$ cat config.mk
export PLATFORM = sky130hd
export DESIGN_NAME = sm_addsub_seq
export DESIGN_NICKNAME = d
export VERILOG_FILES = /design/src/rtl/sm_addsub_seq.sv
export SDC_FILE = /design/constraint.sdc
export NUM_CORES = 1
export LEC_CHECK = 0
export ABC_CLOCK_PERIOD_IN_PS = 2100
export BUFFER_PORTS_ARGS = -buffer_cell sky130_fd_sc_hd__buf_2
export CAP_MARGIN = 20
export CORE_ASPECT_RATIO = 0.9
export CORE_MARGIN = 3
export CORE_UTILIZATION = 35
export CTS_BUF_LIST = sky130_fd_sc_hd__clkbuf_8 sky130_fd_sc_hd__clkbuf_16
export DETAILED_ROUTE_END_ITERATION = 8
export GPL_ROUTABILITY_DRIVEN = 0
export HOLD_SLACK_MARGIN = 0.1
export PLACE_DENSITY_LB_ADDON = 0.15
export SLEW_MARGIN = 15
export SYNTH_ARGS = -nofsm -noshare
export SYNTH_HDL_FRONTEND = slang
export SYNTH_SLANG_ARGS = --single-unit
$ cat constraint.sdc
create_clock -name clk -period 2.1 [get_ports clk]
set_clock_uncertainty 0.1 [all_clocks]
set_input_delay 0.21 -clock clk [delete_from_list [all_inputs] [get_ports clk]]
set_output_delay 0.21 -clock clk [all_outputs]
set_load 0.01 [all_outputs]
$ cat src/rtl/sm_addsub_seq.sv
// Bit-serial sign-magnitude adder/subtractor with start/done handshake.
// Build option: define SM_ADDSUB_SAT_EN to saturate the magnitude on overflow (default wraps).
module sm_addsub_seq #(
  parameter int WIDTH = 16
) (
  input  logic             clk,
  input  logic             reset,
  input  logic             start,
  input  logic             op,
  input  logic [WIDTH-1:0] a,
  input  logic [WIDTH-1:0] b,
  output logic             busy,
  output logic             done,
  output logic [WIDTH-1:0] result,
  output logic             ovf
);

  localparam int M  = WIDTH - 1;
  localparam int CW = $clog2(WIDTH);

  typedef enum logic [1:0] {S_IDLE, S_ADD, S_NEG, S_DONE} state_t;

  state_t         r_state;
  state_t         w_state_nxt;
  logic [CW-1:0]  r_cnt;
  logic [M-1:0]   r_amag;
  logic [M-1:0]   r_bmag;
  logic [M-1:0]   r_acc;
  logic           r_carry;
  logic           r_sa;
  logic           r_sb;
  logic           r_diff;
  logic [WIDTH-1:0] r_result;
  logic           r_ovf;

  logic           w_accept;
  logic           w_last;
  logic           w_abit;
  logic           w_bbit;
  logic           w_bit;
  logic           w_cout;
  logic           w_neg_bit;
  logic           w_neg_cout;
  logic           w_go_neg;
  logic [M-1:0]   w_add_mag;
  logic [M-1:0]   w_neg_mag;

  // Packs sign and magnitude; a zero magnitude always carries a positive sign.
  function automatic logic [WIDTH-1:0] f_pack(input logic sign, input logic [M-1:0] mag,
                                              input logic of);
    logic [WIDTH-1:0] res;
`ifdef SM_ADDSUB_SAT_EN
    if (of) res = {sign, {M{1'b1}}};
    else    res = {sign & (|mag), mag};
`else
    res = {sign & (|mag) & ~(of & ~(|mag)), mag};
`endif
    return res;
  endfunction

  assign w_accept = start && (r_state == S_IDLE || r_state == S_DONE);
  assign w_last   = (r_cnt == CW'(M - 1));

  always_comb begin
    w_abit     = r_amag[0];
    w_bbit     = r_bmag[0];
    w_bit      = w_abit ^ w_bbit ^ r_carry;
    if (r_diff) w_cout = (~w_abit & w_bbit) | (~(w_abit ^ w_bbit) & r_carry);
    else        w_cout = (w_abit & w_bbit) | (r_carry & (w_abit ^ w_bbit));
    w_neg_bit  = ~r_acc[0] ^ r_carry;
    w_neg_cout = ~r_acc[0] & r_carry;
    w_add_mag  = {w_bit, r_acc[M-1:1]};
    w_neg_mag  = {w_neg_bit, r_acc[M-1:1]};
    w_go_neg   = r_diff & w_cout;
  end

  always_ff @(posedge clk) begin
    if (reset) r_state <= S_IDLE;
    else       r_state <= w_state_nxt;
  end

  always_comb begin
    w_state_nxt = r_state;
    busy        = 1'b0;
    done        = 1'b0;
    case (r_state)
      S_IDLE: if (start) w_state_nxt = S_ADD;
      S_ADD: begin
        busy = 1'b1;
        if (w_last) w_state_nxt = w_go_neg ? S_NEG : S_DONE;
      end
      S_NEG: begin
        busy = 1'b1;
        if (w_last) w_state_nxt = S_DONE;
      end
      S_DONE: begin
        done        = 1'b1;
        w_state_nxt = start ? S_ADD : S_IDLE;
      end
      default: w_state_nxt = S_IDLE;
    endcase
  end

  always_ff @(posedge clk) begin
    if (reset) begin
      r_cnt    <= '0;
      r_amag   <= '0;
      r_bmag   <= '0;
      r_acc    <= '0;
      r_carry  <= 1'b0;
      r_sa     <= 1'b0;
      r_sb     <= 1'b0;
      r_diff   <= 1'b0;
      r_result <= '0;
      r_ovf    <= 1'b0;
    end else if (w_accept) begin
      // Negative zero is folded to +0 before the subtract flips b's sign.
      r_amag  <= a[M-1:0];
      r_bmag  <= b[M-1:0];
      r_sa    <= a[WIDTH-1] & (|a[M-1:0]);
      r_sb    <= (b[WIDTH-1] & (|b[M-1:0])) ^ op;
      r_diff  <= (a[WIDTH-1] & (|a[M-1:0])) ^ (b[WIDTH-1] & (|b[M-1:0])) ^ op;
      r_carry <= 1'b0;
      r_cnt   <= '0;
      r_acc   <= '0;
    end else if (r_state == S_ADD) begin
      r_amag  <= r_amag >> 1;
      r_bmag  <= r_bmag >> 1;
      r_acc   <= w_add_mag;
      r_carry <= w_cout;
      r_cnt   <= w_last ? '0 : r_cnt + 1'b1;
      if (w_last) begin
        if (w_go_neg) begin
          r_carry <= 1'b1;
        end else begin
          r_result <= f_pack(r_sa, w_add_mag, ~r_diff & w_cout);
          r_ovf    <= ~r_diff & w_cout;
        end
      end
    end else if (r_state == S_NEG) begin
      // Two's-complement the borrowed difference: invert and add the seeded carry.
      r_acc   <= w_neg_mag;
      r_carry <= w_neg_cout;
      r_cnt   <= w_last ? '0 : r_cnt + 1'b1;
      if (w_last) begin
        r_result <= f_pack(r_sb, w_neg_mag, 1'b0);
        r_ovf    <= 1'b0;
      end
    end
  end

  assign result = r_result;
  assign ovf    = r_ovf;

endmodule

==> flow_results.org <==
** Power and ir drop
- Power per unit of standard cell area :: 1270 nW/µm²
- Of the total power, the clock network draws 0.207.
- Part of the total power dissipated in combinational logic :: 0.429
- Total power for the finished layout comes to between 5 and 6 mW.
- Internal power :: 3.14 mW
- The share of total power dissipated in sequential elements is 0.364.
- The worst-case IR drop observed on VDD is 0.000445 V.
- Summed over all nets, the switching power comes to 2.04 mW.
- Of the total power, the share spent switching nets is 0.394.
- For this design the static power due to leakage is 1.72 nW.

** Global routing
- Summed over all layers, the global routing overflow is 0.
- The number of global-route vias before repair was 2572.
- Total global routing track utilization :: 0.154
- First-pass GRT wire length :: 12500 µm
- Entering global routing, the biggest net connects 29 pins.
- The number of antenna violations at the first check in global routing is 0.

** STA
- Worst-case headroom to the max-slew limit :: 0.736
- At the pin with the least slew margin, the transition time is 395 ps.
- Summed over all failing endpoints, the final setup total negative slack is 0 ps.
- Final Setup Violations :: 0
- Maximum achievable frequency :: 516 MHz
- The max-slew violation count is 0.
- For the finished layout, the period the worst path requires is 1940 ps.
- The final hold violation count was 0.
- Once routing completed, OpenROAD measured the worst setup slack at 161 ps.
- Setup repair after global routing missed its margin :: no
- In the finished design, the share of the clock period the worst path needs comes to 0.923.

** Placement
- Placed Area :: 3590 µm²
- Detailed-placement wirelength estimate :: 4900 µm
- Timing analysis after detailed placement gives a worst setup slack of ~210 ps.
- Number of port buffers :: 54

** Critical path
- Critical Path Sink :: busy
- Launch point of the worst path :: r_state[0]
- Critical Path Start Type :: flop
- Endpoint arrival time on the critical path :: 1630 ps
- Capture point of the worst reg-to-reg path :: result[15]
- In this run the register-to-register setup slack is 170 ps.
- For the worst setup path, the data required time is 1790 ps.
- Crit Path Category :: flop to output port
- Maximum fanout along the worst path :: 15
- Worst R2R Path Depth :: 7
- Reg2Reg Launch Point :: r_state[1]
- CP Capture Type :: output port

** Route
- Number of search-and-repair iterations in the first detailed-routing pass :: 4
- After the first detailed-routing iteration, the DRC count stood at just over 100.
- Routed wire length :: 7360 µm
- For this run, design rule violations remaining after detail routing come to 0.
- Using the TritonRoute via totals, the vias-per-cell ratio works out to 4.83.
- The detailed router placed 2628 vias in this run.
- Once detail routing completed, the nets flagged for antenna violations numbered 0.
- Detailed-route wire length per cell :: 13.5 µm

** Die
- # rows :: 32
- Pin placement for this block handled 55 I/O pins.
- The die is 96.4 µm tall.
- The initial utilization of the core area, before any placement, comes to 0.366.
- Core footprint :: 8690 µm²
- The die covers just over 10000 µm².
- From left edge to right edge, the die measures 106 µm.

** Yosys
- Warnings from Yosys :: 0
- The biggest area contributor in the post-synthesis netlist is sky130_fd_sc_hd__dfxtp_1.
- Count of cell types in the netlist :: 38
- Cells after Synth :: 337
- Number of register bits inferred by synthesis :: 72
- A synthesized cell averages 9.43 µm².
- Proportion of synthesized chip area in sequential cells :: 0.453
- Synthesis produced a netlist with a net count of 381.
- By area the synthesized netlist is led by sky130_fd_sc_hd__dfxtp_1 (45%), sky130_fd_sc_hd__mux2i_1 (18%), sky130_fd_sc_hd__nor2_1 (8.1%).
- The share of synthesized area in the top cell type comes to 0.453.
- Mapped Area :: between 3000 and 4000 µm²

** Cells and area
- The multi-input combinational cells in the finished layout cover a total of 1600 µm².
- 0 antenna diodes ended up in the layout.
- Of the cells placed in the final design, the portion with a size suffix greater than 1 is 0.212.
- Final cell area excluding filler cells :: 4090 µm²
- At the end of the flow, the number of nets in the layout was 464.
- Growth of design area from synthesis to finish :: 28.6%
- The layout has 854 filler cells.
- Storage element area :: 1440 µm²

** Clocking
- Clock-pin slew was measured on the worst setup and hold paths at about 90 ps.
- Clock sink count :: 72
- TritonCTS built the clock tree.
- TritonCTS buffer count :: 9
- Counting along the longest clock path gives a buffer depth of 2.
- Source-to-sink clock delay at the later pin of the worst-skew pair :: between 300 and 400 ps
- The tree is rooted in a sky130_fd_sc_hd__clkbuf_8.
- Post-CTS timing repair inserted 0 buffers for setup.
- In this run the number of H-tree levels came out at 3.

** Flow run
- Number of maximum-capacitance constraint violations :: 0

** Outcome
- The run finished with clean final reports.

** Min path
- In this run the worst hold path is classified as input port to flop.
synthesized netlist by cell type:
cell                        n
sky130_fd_sc_hd__dfxtp_1   72
sky130_fd_sc_hd__nor2_1    69
sky130_fd_sc_hd__mux2i_1   58
sky130_fd_sc_hd__a211oi_1  33
sky130_fd_sc_hd__clkbuf_1  13
sky130_fd_sc_hd__a21oi_1   10
sky130_fd_sc_hd__inv_1     10
sky130_fd_sc_hd__nor4_1     9
sky130_fd_sc_hd__nand2_1    8
sky130_fd_sc_hd__buf_2      6
sky130_fd_sc_hd__ha_1       6
sky130_fd_sc_hd__nand3_1    6
sky130_fd_sc_hd__buf_1      4
sky130_fd_sc_hd__nor3_1     3
sky130_fd_sc_hd__nor3b_1    3
sky130_fd_sc_hd__a41oi_1    2
sky130_fd_sc_hd__fa_1       2
sky130_fd_sc_hd__nand3b_1   2
sky130_fd_sc_hd__o21ai_0    2
sky130_fd_sc_hd__a211o_1    1
sky130_fd_sc_hd__a21oi_2    1
sky130_fd_sc_hd__a311oi_1   1
sky130_fd_sc_hd__a31oi_1    1
sky130_fd_sc_hd__and4_1     1
sky130_fd_sc_hd__buf_6      1
sky130_fd_sc_hd__inv_2      1
sky130_fd_sc_hd__mux2_2     1
sky130_fd_sc_hd__nand2b_1   1
sky130_fd_sc_hd__nand3_2    1
sky130_fd_sc_hd__nor2b_1    1
sky130_fd_sc_hd__o211ai_1   1
sky130_fd_sc_hd__o21ai_1    1
sky130_fd_sc_hd__o22ai_2    1
sky130_fd_sc_hd__or2_0      1
sky130_fd_sc_hd__or2_1      1
sky130_fd_sc_hd__or4_1      1
sky130_fd_sc_hd__or4b_4     1
sky130_fd_sc_hd__xnor2_1    1
state kept, by name (all words and copies together), names as in the netlist:
| signal | cells |
|---|---|
| r_diff | 1 |
| r_cnt | 4 |
| ovf | 1 |
| r_acc | 15 |
| r_state | 2 |
| r_bmag | 15 |
| r_sb | 1 |
| r_amag | 15 |
| r_carry | 1 |
| r_sa | 1 |
| result | 16 |
power groups by stage:
| stage | Sequential (mW) | Combinational [mW] | Clock [mW] |
|---|---|---|---|
| final | 1.89 | 2.22 | 1.07 |
| after floorplan | 1.86 | 1.73 | 0 |
| after detailed placement | 1.92 | 2.16 | 0 |
| after CTS | 1.89 | 2.22 | 1.12 |
| after global routing | 1.93 | 2.46 | 1.18 |
| after global placement | 1.92 | 2.14 | 0 |
cell usage in the layout, fill, tap and decap left out, types with 2 or more instances in the layout:
| cell | count |
|---|---|
| sky130_fd_sc_hd__clkbuf_8 | 9 |
| sky130_fd_sc_hd__clkinv_4 | 2 |
| sky130_fd_sc_hd__nor3_1 | 3 |
| sky130_fd_sc_hd__fa_1 | 2 |
| sky130_fd_sc_hd__inv_6 | 3 |
| sky130_fd_sc_hd__nand3_1 | 6 |
| sky130_fd_sc_hd__dfxtp_1 | 72 |
| sky130_fd_sc_hd__buf_2 | 54 |
| sky130_fd_sc_hd__nand3b_1 | 2 |
| sky130_fd_sc_hd__o21ai_0 | 2 |
| sky130_fd_sc_hd__ha_1 | 5 |
| sky130_fd_sc_hd__buf_4 | 11 |
| sky130_fd_sc_hd__dlygate4sd3_1 | 30 |
| sky130_fd_sc_hd__nor4_1 | 9 |
| sky130_fd_sc_hd__inv_1 | 10 |
| sky130_fd_sc_hd__a41oi_1 | 2 |
| sky130_fd_sc_hd__a211oi_1 | 33 |
| sky130_fd_sc_hd__nor3b_1 | 3 |
| sky130_fd_sc_hd__a21oi_1 | 10 |
| sky130_fd_sc_hd__mux2i_1 | 58 |
| sky130_fd_sc_hd__nand2_1 | 7 |
| sky130_fd_sc_hd__nor2_1 | 69 |
critical path, cell delays in order (launching register included):
cell and delay, ps:
sky130_fd_sc_hd__dfxtp_1 380, sky130_fd_sc_hd__inv_1 110, sky130_fd_sc_hd__ha_1 400, sky130_fd_sc_hd__buf_6 220, sky130_fd_sc_hd__buf_2 170
through the flow:
| stage | hold WS [ps] | util | cells |
|---|---|---|---|
| finish | 127 | 0.470 | 544 |
| global route | 139 | 0.470 | 544 |
| CTS | 119 | 0.470 | 544 |
| detailed placement | 367 | 0.413 | 498 |
| global placement | 363 | 0.413 | 498 |
| floorplan | 251 | - | 337 |
worst min-delay path by stage:
stage                     start  slack, ps         end  depth (start not counted)
after detailed placement   r_sa        370        r_sa                          2
after floorplan           a[14]        250  r_amag[14]                          2
after global routing      reset        140   result[5]                          2
after global placement     r_sa        360        r_sa                          2
after CTS                 a[15]        120        r_sa                          5
final                     a[15]        130        r_sa                          5
layout make-up:
| class | count | area share |
|---|---|---|
| clock buffers | 9 | 0.0303 |
| clock inverters | 7 | 0.0174 |
| inverters | 11 | 0.0101 |
| well taps | 119 | 0.0364 |
| multi-input cells | 230 | 0.391 |
| flip-flops and latches | 72 | 0.353 |
| repair buffers | 96 | 0.163 |
routing by layer:
metal  GRT usage  vias up  part of all wire
li1            -     1365                 -
met1       0.200     1207              0.49
met2       0.248       43              0.46
met3      0.0458       13             0.041
met4      0.0522        0             0.018
met5           0        -                 0
logic make-up (layout without fill, tap and decap cells):
logic type               after synthesis  count (layout)  share of synthesized area
adder cells (fa/ha/maj)                8               8                     0.0362
multiplexers                          59              59                      0.186
AO/OA/AOI/OAI                         54              54                      0.120
XOR/XNOR                               1               1                    0.00276
flip-flops                            72              72                      0.453
AND/OR/NAND/NOR                      108             108                      0.155
buffers and inverters                 35             123                     0.0460
timing repair:
action | CTS | global route
hold buffers | 30 | 0
setup endpoints to repair | 0 | 1
gates resized for setup | 0 | 1
endpoints found under the hold margin | 30 | 0
Note: power is estimated with default switching activity, not from simulation.
